File: config.mk
export PLATFORM = sky130hd
export DESIGN_NAME = stream_demux_flat
export DESIGN_NICKNAME = d
export VERILOG_FILES = /design/src/rtl/stream_demux_pkg.sv /design/src/rtl/stream_demux_if.sv /design/src/rtl/stream_demux_slot.sv /design/src/rtl/stream_demux.sv /design/src/flat_wrapper.sv
export SDC_FILE = /design/constraint.sdc
export NUM_CORES = 1
export LEC_CHECK = 0
export ABC_AREA = 0
export CORE_ASPECT_RATIO = 0.9
export CORE_MARGIN = 1
export CORE_UTILIZATION = 32
export CTS_CLUSTER_DIAMETER = 80
export CTS_CLUSTER_SIZE = 20
export DETAILED_ROUTE_END_ITERATION = 10
export PLACE_DENSITY_LB_ADDON = 0.12
export SYNTH_ARGS = -nofsm -noshare
export SYNTH_HDL_FRONTEND = slang
export SYNTH_HIERARCHICAL = 1
export SYNTH_SLANG_ARGS = --single-unit
File: constraint.sdc
create_clock -name clk -period 2.1 [get_ports clk]
set_input_delay 0.21 -clock clk [delete_from_list [all_inputs] [get_ports clk]]
set_output_delay 0.21 -clock clk [all_outputs]
set_load 0.02 [all_outputs]
File: src/rtl/stream_demux_pkg.sv
// stream_demux_pkg: FSM state encoding shared by the stream demultiplexer files
package stream_demux_pkg;
  typedef enum logic [1:0] {IDLE = 2'd0, ROUTE = 2'd1, DROP = 2'd2} state_t;
endpackage

File: src/rtl/stream_demux_if.sv
// stream_demux_if: one input stream and N_OUT output streams with valid/ready handshakes
interface stream_demux_if #(
  parameter int DATA_W = 8,
  parameter int N_OUT = 4,
  parameter int SEL_W = $clog2(N_OUT)
);
  logic [DATA_W-1:0] in_data;
  logic [SEL_W-1:0] in_sel;
  logic in_last;
  logic in_valid;
  logic in_ready;
  logic [N_OUT*DATA_W-1:0] out_data;
  logic [N_OUT-1:0] out_last;
  logic [N_OUT-1:0] out_valid;
  logic [N_OUT-1:0] out_ready;
  logic err_sel;
  modport master(output in_data, in_sel, in_last, in_valid, out_ready, input in_ready, out_data, out_last, out_valid, err_sel);
  modport slave(input in_data, in_sel, in_last, in_valid, out_ready, output in_ready, out_data, out_last, out_valid, err_sel);
endinterface

File: src/rtl/stream_demux_slot.sv
// demux_slot: single-entry output register with valid/ready feeding one demux output
module demux_slot #(
  parameter int DATA_W = 8
) (
  input  logic clk,
  input  logic rst_n,
  input  logic wr,
  input  logic [DATA_W-1:0] in_data,
  input  logic in_last,
  input  logic out_ready,
  output logic [DATA_W-1:0] out_data,
  output logic out_last,
  output logic out_valid,
  output logic free
);
  assign free = !out_valid || out_ready;
  always_ff @(posedge clk or negedge rst_n) begin
    if (!rst_n) begin
      out_data <= '0;
      out_last <= 1'b0;
      out_valid <= 1'b0;
    end else if (wr) begin
      out_data <= in_data;
      out_last <= in_last;
      out_valid <= 1'b1;
    end else if (out_ready) begin
      out_valid <= 1'b0;
    end
  end
endmodule

File: src/rtl/stream_demux.sv
// stream_demux: routes whole packets from one input stream to the output picked by the header select
module stream_demux
  import stream_demux_pkg::*;
#(
  parameter int DATA_W = 8,
  parameter int N_OUT = 4,
  parameter int SEL_W = $clog2(N_OUT)
) (
  input logic clk,
  input logic rst_n,
  stream_demux_if.slave bus
);
  state_t state, state_nx;
  logic [SEL_W-1:0] cur_sel, tgt;
  logic [N_OUT-1:0] free, wr;
  logic bad, acc, route;
  always_comb begin
    tgt = state == IDLE ? bus.in_sel : cur_sel;
    bad = state == IDLE && 32'(bus.in_sel) >= N_OUT;
    bus.in_ready = state == DROP || bad || (32'(tgt) < N_OUT && free[tgt]);
    acc = bus.in_valid && bus.in_ready;
    route = acc && state != DROP && !bad;
    state_nx = !acc ? state : bus.in_last ? IDLE : state == IDLE ? (bad ? DROP : ROUTE) : state;
  end
  for (genvar k = 0; k < N_OUT; k++) begin : g_slot
    assign wr[k] = route && 32'(tgt) == k;
    demux_slot #(.DATA_W(DATA_W)) u_slot (
      .clk(clk),
      .rst_n(rst_n),
      .wr(wr[k]),
      .in_data(bus.in_data),
      .in_last(bus.in_last),
      .out_ready(bus.out_ready[k]),
      .out_data(bus.out_data[k*DATA_W +: DATA_W]),
      .out_last(bus.out_last[k]),
      .out_valid(bus.out_valid[k]),
      .free(free[k])
    );
  end
  always_ff @(posedge clk or negedge rst_n) begin
    if (!rst_n) begin
      state <= IDLE;
      cur_sel <= '0;
      bus.err_sel <= 1'b0;
    end else begin
      state <= state_nx;
      cur_sel <= state == IDLE && route ? bus.in_sel : cur_sel;
      bus.err_sel <= state == IDLE && acc && bad;
    end
  end
endmodule

File: src/flat_wrapper.sv
// flat-port wrapper written by rule: the top's interface ports become plain ports
module stream_demux_flat import stream_demux_pkg::*;
#(
  parameter int DATA_W = 8,
  parameter int N_OUT = 4,
  parameter int SEL_W = $clog2(N_OUT)
)
  (clk, rst_n, bus_in_data, bus_in_sel, bus_in_last, bus_in_valid, bus_out_ready, bus_in_ready, bus_out_data, bus_out_last, bus_out_valid, bus_err_sel);
  stream_demux_if #(.DATA_W(DATA_W), .N_OUT(N_OUT), .SEL_W(SEL_W)) bus_i ();
  input logic clk;
  input logic rst_n;
  input wire logic [$bits(bus_i.in_data)-1:0] bus_in_data;
  input wire logic [$bits(bus_i.in_sel)-1:0] bus_in_sel;
  input wire logic [$bits(bus_i.in_last)-1:0] bus_in_last;
  input wire logic [$bits(bus_i.in_valid)-1:0] bus_in_valid;
  input wire logic [$bits(bus_i.out_ready)-1:0] bus_out_ready;
  output wire logic [$bits(bus_i.in_ready)-1:0] bus_in_ready;
  output wire logic [$bits(bus_i.out_data)-1:0] bus_out_data;
  output wire logic [$bits(bus_i.out_last)-1:0] bus_out_last;
  output wire logic [$bits(bus_i.out_valid)-1:0] bus_out_valid;
  output wire logic [$bits(bus_i.err_sel)-1:0] bus_err_sel;
  assign bus_i.in_data = bus_in_data;
  assign bus_i.in_sel = bus_in_sel;
  assign bus_i.in_last = bus_in_last;
  assign bus_i.in_valid = bus_in_valid;
  assign bus_i.out_ready = bus_out_ready;
  assign bus_in_ready = bus_i.in_ready;
  assign bus_out_data = bus_i.out_data;
  assign bus_out_last = bus_i.out_last;
  assign bus_out_valid = bus_i.out_valid;
  assign bus_err_sel = bus_i.err_sel;
  stream_demux #(.DATA_W(DATA_W), .N_OUT(N_OUT), .SEL_W(SEL_W)) u_core (.clk(clk), .rst_n(rst_n), .bus(bus_i));
endmodule
; After elaboration in Yosys (flattened, before gate mapping)
; Cells that the tools add are included.
[op_classes]
n_mux = 13
eq_ne = 5
reduce_logical = 24
n_lt_le_gt_ge = 1
[ops]
columns = op, n
row1 = nonzero test 2 bit, 5
row2 = two-way mux 1 bit, 9
row3 = logical AND 1 bit, 7
row4 = == test 2 bit (second input constant), 3
row5 = two-way mux 2 bit, 3
row6 = logical OR 1 bit, 5
row7 = zero test 1 bit, 4
row8 = zero test 2 bit, 2
row9 = < comparator 2 x 3 -> 1 bit (second input constant), 1
row10 = binary-select mux 1 bit (select 2 bit), 1
row11 = == test 2 x 1 -> 1 bit (second input constant), 1
row12 = inequality test 2 bit (second input constant), 1
row13 = AND reduction 2 bit, 1
[totals]
out_inout_bits = 42
input_bits = 18
wordCells = 57
ff_bits = 44

; Longest topological paths before layout
; Gate-level depths: netlist of run 1.
[depth]
ltp_word = 9
depth_mapped = 7
ltp_nobuf = 6

; By module
; Netlist of run 1, hierarchy kept.
[by_module_without_submodules]
columns = mod, seq_area_each_um2, instances, cells_each, area_per_inst_um2
row1 = demux_slot, 250.2, 4, 22, 409.1
row2 = stream_demux, 75.1, 1, 35, 361.6

; Worst setup path before layout of run 1
; OpenSTA, ideal clock, no wires.
[synth_timing]
path_type = flip-flop to flip-flop
start = register u_core.g_slot[2].u_slot.out_valid
end = register u_core.g_slot[0].u_slot.out_data[0]
synth_period_minus_slack_ns = 2.073
n_path_buf = 1
stages_incl_launch_ff = 8
slack_ns = 0.027
required_time_ns = 1.975
arrival_ns = 1.948
setup_time_ns = 0.125
path_cell_list = dfrtp_1 nand2b_1 and4b_2 a31o_1 o41ai_4 o21ba_1 buf_6 mux2_4
[synth_via]
elab_chain_len = 8
[synth_lines]
columns = element, line
row1 = start: declaration, stream_demux_slot.sv:13  ; output logic out_valid,
row2 = start signal: assignment, stream_demux_slot.sv:21  ; out_valid <= 1'b0;
row3 = start signal: assignment, stream_demux_slot.sv:25  ; out_valid <= 1'b1;
row4 = start signal: assignment, stream_demux_slot.sv:27  ; out_valid <= 1'b0;
row5 = zero test 1 bit, stream_demux_slot.sv:16  ; assign free = !out_valid || out_ready;
row6 = logical OR 1 bit, stream_demux_slot.sv:16
row7 = net u_core.free[2], stream_demux.sv:15  ; logic [N_OUT-1:0] free, wr;
row8 = binary-select mux 1 bit (select 2 bit), stream_demux.sv:20  ; bus.in_ready = state == DROP || bad || (32'(tgt) < N_OUT && free[tgt]);
row9 = two-way mux 1 bit (implied by the code), stream_demux.sv:20
row10 = logical OR 1 bit, stream_demux.sv:20
row11 = logical AND 1 bit, stream_demux.sv:21  ; acc = bus.in_valid && bus.in_ready;
row12 = logical AND 1 bit, stream_demux.sv:22  ; route = acc && state != DROP && !bad;
row13 = logical AND 1 bit, stream_demux.sv:26  ; assign wr[k] = route && 32'(tgt) == k;
row14 = net u_core.wr[0], stream_demux.sv:15
row15 = end signal: assignment, stream_demux_slot.sv:23  ; out_data <= in_data;
row16 = end: declaration, stream_demux_slot.sv:11  ; output logic [DATA_W-1:0] out_data,
; The timed path passes the listed nets, and every way through them passes these cells. The select of a mux whose other input is x is not followed.
; A chain may end at the register's enable or synchronous reset.

; Final worst setup path of run 1
[layout_timing]
start = register u_core.cur_sel[1]
end = register u_core.g_slot[0].u_slot.out_data[3]
[layout_via]
elab_chain_len = 7
elab_cells_between_ends = 8
classes_between = mux (3) / reduce/logical (5)
[layout_lines]
columns = element, line
row1 = start: declaration, stream_demux.sv:14  ; logic [SEL_W-1:0] cur_sel, tgt;
row2 = start signal: assignment, stream_demux.sv:47  ; cur_sel <= state == IDLE && route ? bus.in_sel : cur_sel;
row3 = two-way mux 2 bit *, stream_demux.sv:18  ; tgt = state == IDLE ? bus.in_sel : cur_sel;
row4 = binary-select mux 1 bit (select 2 bit), stream_demux.sv:20
row5 = two-way mux 1 bit (implied by the code), stream_demux.sv:20
row6 = logical OR 1 bit, stream_demux.sv:20
row7 = logical AND 1 bit, stream_demux.sv:21
row8 = logical AND 1 bit, stream_demux.sv:22
row9 = logical AND 1 bit *, stream_demux.sv:26
row10 = net u_core.wr[0], stream_demux.sv:15
; The timed path passes the listed nets; every way through them passes the cells marked *. The select of a mux whose other input is x is not followed.

==> impl_metrics.json, run 1 <==
{
  "failing_checks": "negative setup slack",
  "static-leakage-power_uw": 0.00135,
  "critical_path.cell_chain": "and4b_2 > a31o_4 > o41ai_4 > buf_6 > o21ba_4 > buf_6 > mux2_4",
  "dominantRegCellSynth": "sky130_fd_sc_hd__dfrtp_1",
  "ff2ff_setup_slack_ns": -0.006,
  "synth.largest_area_cell": "sky130_fd_sc_hd__dfrtp_1",
  "p_int_uw": 3370,
  "worst_setup_hold_path_clk_slew_ns": 0.08,
  "rsz_0062_raised_after_global_routing": "yes",
  "cts_hold_repair_buffers": 0,
  "critical-path-slowest-cell": "sky130_fd_sc_hd__dfrtp_2",
  "sw_power_uw": 1790,
  "worst_tran_pin_value_ns": 0.933,
  "synth_seq_cells": 43,
  "remaining_antenna_violation_count": 0,
  "dr.first_iter.drc_count": 39,
  "route.detailed.drc": 0,
  "number_of_cells_after_detailed_placement": 267,
  "synth-seq-area-share_pct": 53.9,
  "finalNetCount": 228,
  "routed-via-count": 1296,
  "detailed_place.area_sq_mm": 0.00278,
  "number_of_antenna_violations_at_the_first_check_in_global_routing": 0,
  "summed_area_of_non_filler_cells_in_the_final_layout_sq_mm": 0.00302,
  "run_status": "finished, violations left",
  "critPathRequiredTime_ns": 2.27,
  "power_per_cell_area_mw_per_mm2": 1710,
  "core.rowCount": 26,
  "fillCellCount": 506,
  "ioPinCount": 60,
  "critical_path_arrival_ns": 2.28,
  "start_util_pct": 34.1,
  "first_global_vias": 1363,
  "worstSetupEndpointType": "flop",
  "final.hold.worst_slack_ns": 0.0554,
  "average_routed_wire_per_standard_cell_microns": 15.9,
  "finalSetupTns_ns": -0.00625,
  "max_clock_freq_mhz": 475,
  "delay_of_the_slowest_critical_path_stage_ns": 0.46,
  "worst-setup-path-type": "reg -> reg",
  "die_w_microns": 85.3,
  "setup_violations": 1,
  "critical-path-top-delay-family": "compound AO/OA/AOI/OAI gates",
  "cts_buffer_count": 5,
  "final_hold_viol_count": 0,
  "min_period_ns": 2.11,
  "track_usage_pct": 14.1,
  "postRouteWirelength_microns": 4470,
  "cp_num_buf_inv": 2,
  "yosysWarningCount": 6,
  "antenna_cells_inserted": 0,
  "fin_ws_ns": -0.00625,
  "synthesis.area_per_instance_sq_um": 16.2,
  "overflow": 0,
  "reg2reg_to": "u_core/g_slot[0].u_slot/out_data[3]",
  "p_sw_share_pct": 34.7,
  "tritoncts": "done",
  "power.clock.fraction_pct": 12.7,
  "htreeDepth": 2,
  "finalPower_uw": 5160,
  "y_dimension_of_the_die_microns": 77.0,
  "synth_area_leaders": "sky130_fd_sc_hd__dfrtp_1 54%, sky130_fd_sc_hd__mux2_4 27%, sky130_fd_sc_hd__buf_6 2.8%, sky130_fd_sc_hd__nand2b_1 2.8%, sky130_fd_sc_hd__o41ai_4 2.8%",
  "gpl_wtd_cong": 0.725,
  "worstSkewPairLatency_ns": 0.29,
  "share_seq_of_total_power_pct": 29.9,
  "crit-reg2reg-launch": "u_core/cur_sel[1]",
  "netlist_area_sq_mm": 0.00200,
  "drive_gt1_share_pct": 44.1,
  "floorplan.die_area_sq_mm": 0.00656,
  "asyncSetResetFlopFracSynth_pct": 100,
  "drv_cap": 0,
  "final-instance-count-excl-fill": 281,
  "max_fo_critical_path": 7,
  "grt_first_pass_wirelength_microns": 7130,
  "depth_of_the_worst_register_to_register_path": 7,
  "root_buffer": "sky130_fd_sc_hd__clkbuf_8",
  "clock-sinks": 43,
  "synth_enable_flop_cells": 0,
  "comb_power_share_pct": 57.3,
  "area_growth_from_synthesis_to_final_layout_pct": 51.1,
  "postSynthCellCount": 123,
  "synth.distinct_cells": 28,
  "worstHoldPathType": "in -> async",
  "drt_first_pass_iters": 4,
  "timing.slew.headroom_pct": 37.8,
  "core_area_sq_mm": 0.00586,
  "worstSetupStartpointType": "flop",
  "via_count_normalized_by_instance_count": 4.61,
  "cts_buffer_depth": 2,
  "post_synthesis_net_count": 141,
  "finalCritPeriodShare_pct": 100,
  "finalMaxSlewViolations": 0,
  "grt_start_max_net_pins": 44,
  "timing.critical_path.mode_cell": "sky130_fd_sc_hd__buf_6",
  "vdd_ir_drop_max_uv": 866,
  "yosysTopAreaCellShare_pct": 53.9,
  "port_buffers": 58,
  "detailed_place_hpwl_microns": 3120,
  "worst_clock_skew_ns": 0.00411
}
==> through the flow <==
step / util (%) / worst slack (ns)
final: 51.6 / -0.00625
after global routing: 51.6 / -0.0508
after CTS: 49.5 / -0.0372
after detailed placement: 47.5 / -0.341
after global placement: 47.5 / -0.317
after floorplan: - / 0.0267
==> cell families after synthesis <==
kind of cell | Yosys count | synth area share, %
flops | 43 | 53.9
compound gates | 10 | 6.95
buf+inv | 9 | 3.76
mux | 39 | 28.7
simple gates | 21 | 6.57
other cells | 1 | 0.188
==> flip-flops by register name, indices dropped and copies added, names as in the netlist <==
register and count:
u_core/state 1, u_core/g_slot.u_slot/out_last 4, u_core/g_slot.u_slot/out_data 32, u_core/g_slot.u_slot/out_valid 4
u_core/cur_sel 2
==> layout make-up <==
| class | instances | area (sq um) | share of cell area, % |
|---|---|---|---|
| flip-flops and latches | 43 | 1080 | 35.8 |
| clock buffers | 6 | 82.6 | 2.74 |
| inverters | 3 | 11.3 | 0.373 |
| clock inverters | 2 | 35.0 | 1.16 |
| well taps | 70 | 87.6 | 2.90 |
| repair buffers | 86 | 808 | 26.8 |
| multi-input cells | 71 | 915 | 30.3 |
==> power by group through the flow <==
stage / Combinational, uW / Clock (uW) / Sequential (uW)
floorplan: 1160 / 0 / 1970
global placement: 2760 / 0 / 1540
detailed placement: 2780 / 0 / 1540
CTS: 2800 / 688 / 1540
global route: 3110 / 728 / 1610
finish: 2960 / 657 / 1540
==> per-layer routing <==
metal  up-vias  GRT usage (%)  part of all wire, %
li1        605              -                    -
met1       647           18.7                   44
met2        40           22.3                   49
met3         4           4.09                  5.7
met4         0           4.50                 0.87
met5         -              0                    0
==> worst max-delay path by stage <==
stage / end / from / cells after the start
3_3_place_gp: bus_in_ready / bus_out_ready[2] / 6
6_report: u_core/g_slot[0].u_slot/out_data[3] / u_core/cur_sel[1] / 7
5_1_grt: u_core/g_slot[0].u_slot/out_last / bus_out_ready[1] / 9
2_1_floorplan: u_core/g_slot[0].u_slot/out_data[0] / u_core/g_slot[2].u_slot/out_valid / 7
4_1_cts: u_core/g_slot[1].u_slot/out_data[3] / u_core/state[0] / 7
3_5_place_dp: u_core/g_slot[0].u_slot/out_data[3] / bus_out_ready[2] / 8
==> placed cells by master, fill, tap and decap left out <==
| master | Yosys | layout |
|---|---|---|
| sky130_fd_sc_hd__nand3_2 | 0 | 1 |
| sky130_fd_sc_hd__o22a_1 | 1 | 1 |
| sky130_fd_sc_hd__buf_2 | 0 | 2 |
| sky130_fd_sc_hd__clkbuf_8 | 0 | 6 |
| sky130_fd_sc_hd__nand2_2 | 0 | 1 |
| sky130_fd_sc_hd__o21ba_4 | 0 | 1 |
| sky130_fd_sc_hd__buf_6 | 5 | 4 |
| sky130_fd_sc_hd__nand3b_1 | 1 | 1 |
| sky130_fd_sc_hd__nor2_1 | 3 | 1 |
| sky130_fd_sc_hd__or2b_1 | 1 | 1 |
| sky130_fd_sc_hd__nor2_4 | 0 | 1 |
| sky130_fd_sc_hd__a21boi_2 | 1 | 1 |
| sky130_fd_sc_hd__clkinv_2 | 0 | 1 |
| sky130_fd_sc_hd__mux2_1 | 2 | 2 |
| sky130_fd_sc_hd__o21a_4 | 1 | 1 |
| sky130_fd_sc_hd__nor3b_2 | 0 | 1 |
| sky130_fd_sc_hd__conb_1 | 1 | 1 |
| sky130_fd_sc_hd__mux2_4 | 36 | 36 |
| sky130_fd_sc_hd__o32ai_4 | 0 | 1 |
| sky130_fd_sc_hd__clkdlybuf4s50_1 | 0 | 56 |
| sky130_fd_sc_hd__inv_1 | 3 | 3 |
| sky130_fd_sc_hd__and4b_2 | 1 | 1 |
| sky130_fd_sc_hd__nand2b_4 | 0 | 1 |
| sky130_fd_sc_hd__bufinv_16 | 0 | 1 |
| sky130_fd_sc_hd__nor2_2 | 0 | 1 |
| sky130_fd_sc_hd__dfrtp_2 | 0 | 3 |
| sky130_fd_sc_hd__nand2b_1 | 9 | 8 |
| sky130_fd_sc_hd__and2b_2 | 1 | 1 |
| sky130_fd_sc_hd__a32oi_1 | 1 | 1 |
| sky130_fd_sc_hd__nor3_1 | 1 | 1 |
| sky130_fd_sc_hd__a31o_4 | 0 | 1 |
| sky130_fd_sc_hd__o41ai_4 | 2 | 2 |
| sky130_fd_sc_hd__mux2i_1 | 1 | 1 |
| sky130_fd_sc_hd__buf_4 | 1 | 23 |
| sky130_fd_sc_hd__dfrtp_1 | 43 | 40 |
| sky130_fd_sc_hd__buf_12 | 0 | 1 |
| sky130_fd_sc_hd__a21oi_4 | 0 | 1 |
| sky130_fd_sc_hd__or4_1 | 1 | 1 |
==> cells in the mapped netlist, types with 2 or more instances <==
master	instances
sky130_fd_sc_hd__dfrtp_1	43
sky130_fd_sc_hd__mux2_4	36
sky130_fd_sc_hd__nand2b_1	9
sky130_fd_sc_hd__buf_6	5
sky130_fd_sc_hd__inv_1	3
sky130_fd_sc_hd__nor2_1	3
sky130_fd_sc_hd__mux2_1	2
sky130_fd_sc_hd__o41ai_4	2
==> repair_timing <==
action                     in CTS  in global routing
setup endpoints to repair      28                 35
buffers inserted                1                  5
pin swaps                       0                  2
resized for setup               6                 21
(Power assumes the default switching activity.)
==> run 2, diff against run 1 <==
- SYNTH_HIERARCHICAL: 1 -> default
==> impl_metrics.json, run 2 <==
{
  "core_area_sq_mm": 0.00541,
  "die_w_microns": 82.4,
  "critPathRequiredTime_ns": 2.28,
  "dominantRegCellSynth": "sky130_fd_sc_hd__dfrtp_1",
  "port_buffers": 58,
  "placement.setup.worst_slack_ns": -0.308,
  "route.detailed.drc": 0,
  "reg.largest.list": "u_core.g_slot.u_slot.out_data (32), u_core.g_slot.u_slot.out_last (4), u_core.g_slot.u_slot.out_valid (4)",
  "fin_ws_ns": -0.00936,
  "netlist_area_sq_mm": 0.00186,
  "run_status": "finished, violations left",
  "cts_buffer_depth": 2,
  "worstSkewPairLatency_ns": 0.29,
  "ys_top_cells_by_count": "43 x sky130_fd_sc_hd__dfrtp_1, 36 x sky130_fd_sc_hd__mux2_2, 10 x sky130_fd_sc_hd__buf_4",
  "via_count_normalized_by_instance_count": 4.65,
  "routed-via-count": 1242,
  "synth_seq_cells": 43,
  "regMostFlops": "u_core.g_slot.u_slot.out_data",
  "postRouteWirelength_microns": 4260,
  "synth_area_leaders": "sky130_fd_sc_hd__dfrtp_1 58%, sky130_fd_sc_hd__mux2_2 22%, sky130_fd_sc_hd__buf_4 4.0%, sky130_fd_sc_hd__buf_6 2.4%, sky130_fd_sc_hd__a2111oi_4 1.5%",
  "detailed_place_hpwl_microns": 2990,
  "post_synthesis_net_count": 144,
  "vdd_ir_drop_max_uv": 752,
  "finalNetCount": 218,
  "number_of_antenna_violations_at_the_first_check_in_global_routing": 0,
  "y_dimension_of_the_die_microns": 74.4,
  "drive_gt1_share_pct": 40.0,
  "overflow": 0,
  "worstSetupStartpointType": "flop",
  "worst-setup-path-type": "reg -> reg",
  "worstHoldPathType": "reg -> reg",
  "worst_setup_hold_path_clk_slew_ns": 0.08,
  "drt_first_pass_iters": 3,
  "yosysWarningCount": 0,
  "mostFrequentLayoutCell": "sky130_fd_sc_hd__clkdlybuf4s50_1",
  "remaining_antenna_violation_count": 0,
  "track_usage_pct": 15.4,
  "max_clock_freq_mhz": 474,
  "synthesis.area_per_instance_sq_um": 14.8,
  "finalCritPeriodShare_pct": 100,
  "drv_cap": 0,
  "cts_buffer_count": 5,
  "area_growth_from_synthesis_to_final_layout_pct": 53.0,
  "timing.slew.headroom_pct": 64.7,
  "dr.first_iter.drc_count": 16,
  "grt_start_max_net_pins": 44,
  "htreeDepth": 2,
  "post-synth-top-count-cell": "sky130_fd_sc_hd__dfrtp_1",
  "failing_checks": "negative setup slack",
  "asyncSetResetFlopFracSynth_pct": 100,
  "postSynthCellCount": 126,
  "worst_clock_skew_ns": 0.00674,
  "floorplan.die_area_sq_mm": 0.00613,
  "root_buffer": "sky130_fd_sc_hd__clkbuf_8",
  "rsz_0062_raised_after_global_routing": "yes",
  "clock-sinks": 43,
  "finalMaxSlewViolations": 0,
  "synth_enable_flop_cells": 0,
  "min_period_ns": 2.11,
  "setup_violations": 6,
  "yosysTopAreaCellShare_pct": 57.8,
  "static-leakage-power_uw": 0.00126,
  "synth.largest_area_cell": "sky130_fd_sc_hd__dfrtp_1",
  "antenna_cells_inserted": 0,
  "number_of_flip_flops_in_the_largest_register": 32,
  "max_fo_critical_path": 10,
  "worstSetupEndpointType": "flop",
  "worst_tran_pin_value_ns": 0.530,
  "start_util_pct": 34.4,
  "mostFrequentLayoutCells": "56 x sky130_fd_sc_hd__clkdlybuf4s50_1, 42 x sky130_fd_sc_hd__dfrtp_1, 28 x sky130_fd_sc_hd__mux2_4",
  "core.rowCount": 25,
  "synth.distinct_cells": 28,
  "critical_path_arrival_ns": 2.29,
  "gpl_wtd_cong": 0.793,
  "finalCoreUtilization_pct": 52.6,
  "tritoncts": "done",
  "first_global_vias": 1338,
  "grt_first_pass_wirelength_microns": 6760,
  "ioPinCount": 60,
  "final_hold_viol_count": 0,
  "power_per_cell_area_mw_per_mm2": 1580,
  "average_routed_wire_per_standard_cell_microns": 15.9,
  "synth-seq-area-share_pct": 57.8
}
[run 2: cell count changes in the layout (fill, tap and decap cells not counted), moves of 6 or more]
cell	previous run	this run
sky130_fd_sc_hd__buf_4	23	15
sky130_fd_sc_hd__mux2_2	0	9
sky130_fd_sc_hd__mux2_4	36	28
sky130_fd_sc_hd__nand2b_1	8	2
[run 2: cell type report]
type / count / area [sq um]
fillers: 468 / 2560
flip-flops and latches: 43 / 1080
repair buffers: 81 / 806
multi-input cells: 67 / 786
well taps: 67 / 83.8
clock buffers: 6 / 82.6
inverters: 2 / 7.51
clock inverters: 1 / 5.00
[run 2: worst max-delay path: stages, from the launching register on]
cell,delay (ns)
sky130_fd_sc_hd__dfrtp_2,0.44
sky130_fd_sc_hd__buf_6,0.13
sky130_fd_sc_hd__or3b_4,0.23
sky130_fd_sc_hd__a21oi_2,0.06
sky130_fd_sc_hd__a2111oi_4,0.29
sky130_fd_sc_hd__buf_4,0.18
sky130_fd_sc_hd__and3_4,0.19
sky130_fd_sc_hd__buf_12,0.14
sky130_fd_sc_hd__mux2_2,0.33
[run 2: what timing repair did]
| item | 4_1_cts | 5_1_grt |
|---|---|---|
| gates resized for setup | 15 | 14 |
| buffers inserted | 5 | 1 |
| hold buffers | 1 | 0 |
| gates cloned | 1 | 0 |
| endpoints found under the hold margin | 5 | 0 |
| endpoints found under the setup margin | 37 | 37 |
| pin swaps | 2 | 1 |
[run 2: logic make-up after synthesis]
kind of cell	Yosys count	synth area share, %
mux	38	23.0
simple gates	15	5.51
other cells	1	0.201
compound gates	13	6.65
flops	43	57.8
buf+inv	16	6.85
[run 2: routing by layer]
layer  part of all wire (%)  GRT usage (%)  up-vias
li1                       -              -      577
met3                    5.8           4.05       13
met5                      0              0        -
met4                    2.0           7.02        0
met2                     45           23.7       44
met1                     47           20.3      608
[run 2: power breakdown]
part / total [uW] / internal, uW / leakage (uW) / switching, uW
Combinational: 2500 / 1480 / 0.000703 / 1020
Clock: 518 / 258 / 0.0000470 / 260
Sequential: 1490 / 1240 / 0.000513 / 248
Total: 4510 / 2980 / 0.00126 / 1530
[run 2: per-stage QoR]
stage / cell area [sq um] / TNS [ns] / total power, uW / hold slack, ns / std cells
floorplan: 1920 / -4.75 / 2800 / -0.0856 / 126
global placement: 2590 / -6.09 / 3750 / 0.314 / 252
detailed placement: 2590 / -9.66 / 3790 / 0.316 / 252
CTS: 2790 / -0.117 / 4460 / 0.502 / 266
global route: 2850 / -1.57 / 4770 / 0.529 / 267
finish: 2850 / -0.0410 / 4510 / 0.512 / 267
[run 2: worst paths after layout]
| path | start | slack (ns) | cells after the start | end |
|---|---|---|---|---|
| min in group asynchronous | rst_n | 0.54 | 3 | u_core.g_slot[2].u_slot.out_valid |
| hold / removal | u_core.g_slot[0].u_slot.out_last | 0.51 | 1 | u_core.g_slot[0].u_slot.out_last |
| setup / recovery | u_core.state[0] | -0.009 | 8 | u_core.g_slot[2].u_slot.out_data[3] |
| setup reg to reg | u_core.state[0] | -0.009 | 8 | u_core.g_slot[2].u_slot.out_data[3] |
| hold reg to reg | u_core.g_slot[0].u_slot.out_last | 0.51 | 1 | u_core.g_slot[0].u_slot.out_last |
| max in group asynchronous | rst_n | 1.17 | 3 | u_core.state[0] |
==> run 3, diff against run 2 <==
- CELL_PAD_IN_SITES_DETAIL_PLACEMENT: default -> 0
- CELL_PAD_IN_SITES_GLOBAL_PLACEMENT: default -> 1
- CORE_UTILIZATION: 32 -> 33
==> impl_metrics.json, run 3 (same netlist as run 2, synthesis figures left out) <==
{
  "run_status": "finished, final reports clean",
  "gpl_wtd_cong": 0.761,
  "critPathRequiredTime_ns": 2.28,
  "core.rowCount": 25,
  "power_per_cell_area_mw_per_mm2": 1610,
  "critical_path_arrival_ns": 2.24,
  "finalCritPeriodShare_pct": 98.3,
  "worst_setup_hold_path_clk_slew_ns": 0.08,
  "detailed_place.area_sq_mm": 0.00260,
  "worst-setup-path-type": "reg -> reg",
  "mostFrequentLayoutCells": "54 x sky130_fd_sc_hd__clkdlybuf4s50_1, 41 x sky130_fd_sc_hd__dfrtp_1, 33 x sky130_fd_sc_hd__mux2_4",
  "floorplan.die_area_sq_mm": 0.00595,
  "clock-sinks": 43,
  "tritoncts": "done",
  "finalPower_uw": 4750,
  "ioPinCount": 60,
  "die_w_microns": 81.2,
  "summed_area_of_non_filler_cells_in_the_final_layout_sq_mm": 0.00296,
  "dr.first_iter.drc_count": 54,
  "area_growth_from_synthesis_to_final_layout_pct": 58.7,
  "rsz_0062_raised_after_global_routing": "yes",
  "port_buffers": 58,
  "number_of_cells_after_detailed_placement": 253,
  "delay_of_the_slowest_critical_path_stage_ns": 0.46,
  "drv_cap": 0,
  "average_routed_wire_per_standard_cell_microns": 16.5,
  "worstSetupEndpointType": "flop",
  "worstSkewPairLatency_ns": 0.29,
  "final_hold_viol_count": 0,
  "drive_gt1_share_pct": 43.0,
  "max_fo_critical_path": 6,
  "overflow": 0,
  "route.detailed.drc": 0,
  "setup_violations": 0,
  "critical-path-top-delay-family": "flip-flops",
  "min_period_ns": 2.06,
  "first_global_vias": 1214,
  "worstSetupStartpointType": "flop",
  "routed-via-count": 1237,
  "postRouteWirelength_microns": 4420,
  "number_of_antenna_violations_at_the_first_check_in_global_routing": 0,
  "timing.slew.headroom_pct": 63.6,
  "finalMaxSlewViolations": 0,
  "reg.largest.list": "u_core.g_slot.u_slot.out_data (32), u_core.g_slot.u_slot.out_last (4), u_core.g_slot.u_slot.out_valid (4)",
  "final-instance-count-excl-fill": 267,
  "core_area_sq_mm": 0.00535,
  "cts_buffer_count": 5,
  "detailed_place_hpwl_microns": 2910,
  "grt_start_max_net_pins": 44,
  "static-leakage-power_uw": 0.00133,
  "critical_path.cell_chain": "and3b_4 > o211a_1 > a2111oi_4 > buf_4 > and3_4 > clkbuf_16 > mux2_4",
  "critical-path-slowest-cell": "sky130_fd_sc_hd__dfrtp_2",
  "antenna_cells_inserted": 0,
  "remaining_antenna_violation_count": 0,
  "number_of_flip_flops_in_the_largest_register": 32,
  "track_usage_pct": 14.9,
  "start_util_pct": 34.8,
  "grt_first_pass_wirelength_microns": 6380,
  "vdd_ir_drop_max_uv": 784,
  "root_buffer": "sky130_fd_sc_hd__clkbuf_8",
  "regMostFlops": "u_core.g_slot.u_slot.out_data",
  "y_dimension_of_the_die_microns": 73.3,
  "finalSetupTns_ns": 0,
  "finalNetCount": 217,
  "via_count_normalized_by_instance_count": 4.63,
  "htreeDepth": 2,
  "drt_first_pass_iters": 4,
  "worst_tran_pin_value_ns": 0.546,
  "worst_clock_skew_ns": 0.00707,
  "mostFrequentLayoutCell": "sky130_fd_sc_hd__clkdlybuf4s50_1",
  "max_clock_freq_mhz": 484,
  "cp_num_buf_inv": 2,
  "worstHoldPathType": "in -> reg",
  "cts_buffer_depth": 2
}
-- run 3: final timing paths --
kind / start / end / slack (ns) / cells past startpoint
max: u_core.state[0] / u_core.g_slot[2].u_slot.out_data[6] / 0.04 / 7
min: bus_in_sel[1] / u_core.cur_sel[1] / 0.37 / 2
max reg2reg: u_core.state[0] / u_core.g_slot[2].u_slot.out_data[6] / 0.04 / 7
min reg2reg: u_core.g_slot[0].u_slot.out_last / u_core.g_slot[0].u_slot.out_last / 0.49 / 1
max in group asynchronous: rst_n / u_core.cur_sel[0] / 1.16 / 3
min in group asynchronous: rst_n / u_core.g_slot[2].u_slot.out_valid / 0.53 / 3
-- run 3: routing by layer --
layer	track usage (%)	wire (microns)
met5	0	0
met1	20.4	2150
met2	22.3	1960
met4	5.36	48
met3	4.35	257
-- run 3: report_power, final --
part	switching (uW)	internal [uW]	total (uW)
sequential	269	1240	1510
clock	273	385	658
combinational	1050	1530	2570
-- run 3: through the flow --
step / hold WS [ns] / utilization, % / worst slack (ns)
floorplan: -0.0856 / - / -0.146
global placement: 0.313 / 48.6 / -0.225
detailed placement: 0.319 / 48.6 / -0.294
CTS: 0.500 / 52.1 / -0.0189
global route: 0.379 / 55.3 / -0.0423
finish: 0.372 / 55.3 / 0.0359
-- run 3: layout make-up --
class                   instances  area (sq um)
fillers                       438          2390
flip-flops and latches         43          1080
multi-input cells              67           851
repair buffers                 80           817
well taps                      67          83.8
clock buffers                   6          82.6
clock inverters                 2          35.0
inverters                       2          7.51
-- run 3: repair_timing --
action	CTS	global route
gates cloned	0	2
hold buffers	1	0
endpoints found under the setup margin	37	38
hold endpoints to repair	7	0
pin swaps	3	6
gates resized for setup	14	30
setup buffers	4	1
